===== src/rtl/cmp_share_arbiter.sv =====
// Round-robin arbiter sharing one W-bit MSB-first magnitude comparator among N requesters.
// Define CMP_ARB_STATS_EN to add the 16-bit saturating ops_cnt output.
module cmp_share_arbiter #(
    parameter int unsigned N  = 4,
    parameter int unsigned W  = 4,
    parameter int unsigned PW = 3
) (
    input  logic            clk,
    input  logic            rst_n,
    input  logic [N-1:0]    req,
    input  logic [N*W-1:0]  a_in,
    input  logic [N*W-1:0]  b_in,
    output logic [N-1:0]    gnt,
    output logic [N-1:0]    done,
    output logic            a_lt_b,
    output logic            a_gt_b,
    output logic            a_eq_b,
`ifdef CMP_ARB_STATS_EN
    output logic [15:0]     ops_cnt,
`endif
    output logic            busy
);

    typedef enum logic [1:0] {
        IDLE = 2'd0,
        CMP  = 2'd1,
        RESP = 2'd2
    } state_t;

    state_t          state_q;
    logic [PW-1:0]   ptr_q;
    logic [PW-1:0]   owner_q;
    logic [W-1:0]    a_q;
    logic [W-1:0]    b_q;
    logic [N-1:0]    done_q;
    logic            lt_q;
    logic            gt_q;
    logic            eq_q;

    logic            win_valid;
    logic [PW-1:0]   win_idx;
    logic [W-1:0]    a_sel;
    logic [W-1:0]    b_sel;
    logic [N-1:0]    owner_oh;
    logic            lt_d;
    logic            gt_d;
    logic            eq_d;
    logic            hi_eq;

    // Two passes give the rotating priority: indices above ptr first, then wrap to 0..ptr.
    always_comb begin
        win_valid = 1'b0;
        win_idx   = '0;
        for (int unsigned i = 0; i < N; i++) begin
            if (!win_valid && req[i] && (PW'(i) > ptr_q)) begin
                win_valid = 1'b1;
                win_idx   = PW'(i);
            end
        end
        for (int unsigned i = 0; i < N; i++) begin
            if (!win_valid && req[i] && (PW'(i) <= ptr_q)) begin
                win_valid = 1'b1;
                win_idx   = PW'(i);
            end
        end
    end

    always_comb begin
        gnt      = '0;
        owner_oh = '0;
        a_sel    = '0;
        b_sel    = '0;
        for (int unsigned i = 0; i < N; i++) begin
            gnt[i]      = (state_q == IDLE) && win_valid && (win_idx == PW'(i));
            owner_oh[i] = (owner_q == PW'(i));
            if (win_idx == PW'(i)) begin
                a_sel = a_in[i*W +: W];
                b_sel = b_in[i*W +: W];
            end
        end
    end

    // Cascade from MSB: a bit decides only while every higher bit pair was equal.
    always_comb begin
        hi_eq = 1'b1;
        lt_d  = 1'b0;
        gt_d  = 1'b0;
        for (int unsigned j = 0; j < W; j++) begin
            lt_d  = lt_d | (hi_eq & ~a_q[W-1-j] &  b_q[W-1-j]);
            gt_d  = gt_d | (hi_eq &  a_q[W-1-j] & ~b_q[W-1-j]);
            hi_eq = hi_eq & (a_q[W-1-j] ~^ b_q[W-1-j]);
        end
        eq_d = hi_eq;
    end

    always_ff @(posedge clk or negedge rst_n) begin
        if (!rst_n) begin
            state_q <= IDLE;
            ptr_q   <= PW'(N-1);
            owner_q <= '0;
            a_q     <= '0;
            b_q     <= '0;
            done_q  <= '0;
            lt_q    <= 1'b0;
            gt_q    <= 1'b0;
            eq_q    <= 1'b0;
        end else begin
            case (state_q)
                IDLE: begin
                    done_q <= '0;
                    if (win_valid) begin
                        a_q     <= a_sel;
                        b_q     <= b_sel;
                        owner_q <= win_idx;
                        ptr_q   <= win_idx;
                        state_q <= CMP;
                    end
                end
                CMP: begin
                    lt_q    <= lt_d;
                    gt_q    <= gt_d;
                    eq_q    <= eq_d;
                    done_q  <= owner_oh;
                    state_q <= RESP;
                end
                RESP: begin
                    done_q  <= '0;
                    state_q <= IDLE;
                end
                default: begin
                    done_q  <= '0;
                    state_q <= IDLE;
                end
            endcase
        end
    end

    assign done   = done_q;
    assign a_lt_b = lt_q;
    assign a_gt_b = gt_q;
    assign a_eq_b = eq_q;
    assign busy   = (state_q != IDLE);

`ifdef CMP_ARB_STATS_EN
    logic [15:0] ops_cnt_q;
    logic [15:0] ops_cnt_d;

    always_comb begin
        ops_cnt_d = ops_cnt_q;
        if ((state_q == RESP) && (ops_cnt_q != '1)) begin
            ops_cnt_d = ops_cnt_q + 16'd1;
        end
    end

    always_ff @(posedge clk or negedge rst_n) begin
        if (!rst_n) begin
            ops_cnt_q <= '0;
        end else begin
            ops_cnt_q <= ops_cnt_d;
        end
    end

    assign ops_cnt = ops_cnt_q;
`endif

endmodule


===== config.mk =====
export PLATFORM = sky130hd
export DESIGN_NAME = cmp_share_arbiter
export DESIGN_NICKNAME = d
export VERILOG_FILES = /design/src/rtl/cmp_share_arbiter.sv
export SDC_FILE = /design/constraint.sdc
export NUM_CORES = 1
export LEC_CHECK = 0
export CAP_MARGIN = 0
export CORE_UTILIZATION = 40
export DETAILED_ROUTE_END_ITERATION = 10
export HOLD_SLACK_MARGIN = 0.05
export PLACE_DENSITY_LB_ADDON = 0.12
export SLEW_MARGIN = 0
export SYNTH_ARGS = -nofsm -noshare
export SYNTH_HDL_FRONTEND = slang
export SYNTH_SLANG_ARGS = --single-unit

===== constraint.sdc =====
create_clock -name clk -period 1.88 [get_ports clk]
set_clock_uncertainty 0.05 [all_clocks]
set_input_delay 0.282 -clock clk [delete_from_list [all_inputs] [get_ports clk]]
set_output_delay 0.282 -clock clk [all_outputs]
set_load 0.05 [all_outputs]

==> results.py, run 1 <==
metrics = {
    "drt": {
        "drt_first_pass_iters": 4,
        "drt_iter0_drc": 56,
        "postRouteWirelength_um": 4050,
        "avgRoutedWirePerCell_um": 14.6,
        "viasPerCell": 5.31,
        "ant_nets": 0,
        "drc": 0,
        "vias": 1476,
    },
    "flow_run": {
        "drv_cap": 0,
    },
    "floorplan": {
        "ios": 50,
        "core-area_mm2": 0.00339,
        "die-area_mm2": 0.00382,
        "fp.dieH_um": 61.8,
        "rows": 21,
        "start_util_pct": 42.2,
        "die_w_um": 61.8,
    },
    "synthesis": {
        "ys_ff_latch": 21,
        "synth_enable_flop_cells": 0,
        "avgSynthCellArea_um2": 9.23,
        "synth_top_area_cell": "dfrtp_1",
        "syn_nets": 195,
        "netlist_area_mm2": 0.00143,
        "syn_inst": 155,
        "synth_area_leaders": "dfrtp_1 (33%), o311a_1 (4.9%), nor2_1 (4.7%)",
        "yosysSeqAreaShare_pct": 36.9,
        "yosys.cell_types.count": 45,
        "yosysWarnings": 0,
        "synthFlopType": "dfrtp_1",
        "synth-async-reset-ratio_pct": 100,
        "synthDominantCellAreaShare_pct": 33.2,
    },
    "global_route": {
        "gr-total-overflow": 0,
        "grt_pass1_wl_um": 6250,
        "grt_max_degree": 22,
        "grt_pass1_vias": 1387,
        "antenna_found_initial": 0,
        "gr-usage-all-layers_pct": 22.2,
    },
    "critical_path": {
        "timing.critical_path.arrival_ps": 1960,
        "r2r_setup_slack_ps": -70,
        "r2r_cells": 6,
        "crit_fanout": 5,
        "cp-end-kind": "primary output",
        "r2r_start": "ptr_q[1]",
        "crit_path_start_kind": "register",
        "rr_endpoint": "b_q[0]",
        "critical_path_class": "reg -> out",
        "required_ps": 1550,
    },
    "finish": {
        "final_common_cell": "clkdlybuf4s50_1",
        "final_cell_mix": "clkdlybuf4s50_1 (42), buf_4 (33), dfrtp_1 (19), nor2_1 (17), a21oi_1 (12)",
        "fin_nets": 273,
        "drive_gt1_share_pct": 28.9,
        "fill_cells": 279,
        "area_growth_pct": 64.3,
        "antenna_cells": 0,
    },
    "placed_design": {
        "place_ws_ps": -400,
        "gp_congestion": 0.783,
        "dp_hpwl_um": 3170,
        "io_buffers": 49,
    },
    "sta": {
        "max_freq_mhz": 437,
        "period_share_pct": 122,
        "finalHoldViolCount": 0,
        "fin_crit_ps": 2290,
        "setup_violations": 6,
        "rsz0062_at_grt": "true",
        "hold_ws_ps": 243,
        "drv_slew": 0,
        "worst_pin_slew_ps": 491,
        "slew-limit-headroom_pct": 67.2,
        "setup_slack_ps": -410,
    },
    "hold_path": {
        "hold_class": "in -> async",
    },
    "cts": {
        "cts_tree": "yes",
        "clk_path_buf_depth": 2,
        "insertion_delay_ps": 310,
        "cts_sinks": 21,
        "path_clk_slew_ps": 120,
        "htreeDepth": 1,
        "cts_made_buffers": 3,
        "cts-root-buf": "clkbuf_4",
    },
    "pwr": {
        "p_leak_nw": 1.03,
        "power_density_mw_per_mm2": 1530,
        "ir_drop_mv": 0.754,
    },
    "status": {
        "violations": "negative setup slack",
        "outcome": "complete, but fails checks",
    },
}
synthesized netlist by cell type, types with 2 or more instances:
cell / number
a2111oi_0: 2
a21o_1: 4
a21oi_1: 12
a22oi_1: 4
and3_1: 9
buf_2: 7
buf_6: 2
dfrtp_1: 19
dfstp_2: 2
ha_1: 2
inv_1: 7
maj3_1: 2
nand2_1: 5
nand2b_1: 5
nor2_1: 18
nor2b_1: 5
nor3_1: 3
nor3b_1: 3
o21a_1: 2
o21ai_1: 3
o21bai_1: 2
o311a_1: 7
o32ai_1: 7
xor2_1: 2
worst max-delay path by stage:
| stage | start | to |
|---|---|---|
| floorplan | state_q[0] | gnt[0] |
| global placement | req[1] | gnt[0] |
| detailed placement | req[3] | gnt[1] |
| CTS | ptr_q[1] | gnt[0] |
| global route | ptr_q[1] | gnt[0] |
| finish | ptr_q[1] | gnt[0] |
routing by layer:
metal	vias to the layer above	GRT usage [%]	part of all wire (%)
met5	-	0	0
met4	0	2.86	0.59
met3	4	4.14	4.4
met2	46	40.4	51
met1	694	28.1	44
li1	732	-	-
cell families after synthesis:
group | synth area share [%]
AND/OR/NAND/NOR | 21.2
multiplexers | 0.961
XOR/XNOR | 1.22
flip-flops | 36.9
buffers and inverters | 6.64
AO/OA/AOI/OAI | 29.9
adder cells (fa/ha/maj) | 3.15
power breakdown:
part           leakage (nW)  total, W  internal [W]  switching [W]
clock network        0.0177  0.000222     0.0000794       0.000142
registers             0.251  0.000865      0.000682       0.000183
logic                 0.762   0.00250       0.00118        0.00132
stage by stage:
| stage | setup TNS, ps | util (%) | instance area (um2) | total power (W) | cells |
|---|---|---|---|---|---|
| 2_1_floorplan | -315 | - | 1490 | 0.00240 | 155 |
| 3_3_place_gp | -3630 | 65.3 | 2210 | 0.00315 | 270 |
| 3_5_place_dp | -3930 | 65.3 | 2210 | 0.00319 | 270 |
| 4_1_cts | -1330 | 67.7 | 2290 | 0.00349 | 276 |
| 5_1_grt | -2000 | 69.4 | 2350 | 0.00382 | 278 |
| 6_report | -1330 | 69.4 | 2350 | 0.00359 | 278 |
state kept, by name (all words and copies together), names as in the netlist:
name     count
state_q      2
done         4
a_gt_b       1
a_lt_b       1
b_q          4
a_eq_b       1
a_q          4
owner_q      2
ptr_q        2
what timing repair did:
item                                    4_1_cts  5_1_grt
endpoints found under the setup margin        7       15
pin swaps                                     0        2
gates resized for setup                       9        9
hold buffers                                  0        0
setup buffers                                 3        2
critical path: stages, from the launching register on:
cell	delay, ps
dfstp_2	650
mux2i_4	300
a2bb2oi_4	190
nand2_4	100
nor4_4	220
buf_12	180
cell type report:
| type | count | area, um2 | area share, % |
|---|---|---|---|
| inverters | 8 | 30.0 | 1.28 |
| multi-input cells | 116 | 917 | 39.0 |
| well taps | 46 | 57.6 | 2.45 |
| clock buffers | 3 | 22.5 | 0.957 |
| clock inverters | 1 | 5.00 | 0.213 |
| repair buffers | 83 | 792 | 33.7 |
| flip-flops and latches | 21 | 528 | 22.4 |
Note: power is estimated with default switching activity, not from simulation.
==> run 2: changes to the inputs <==
--- a/config.mk
+++ b/config.mk
@@ -10,7 +10,7 @@
 export DETAILED_ROUTE_END_ITERATION = 10
 export HOLD_SLACK_MARGIN = 0.05
 export PLACE_DENSITY_LB_ADDON = 0.12
-export SLEW_MARGIN = 0
+export SLEW_MARGIN = 20
 export SYNTH_ARGS = -nofsm -noshare
 export SYNTH_HDL_FRONTEND = slang
 export SYNTH_SLANG_ARGS = --single-unit
==> results of run 2 <==
Final layout, timing and power as in run 1 (identical DEF).
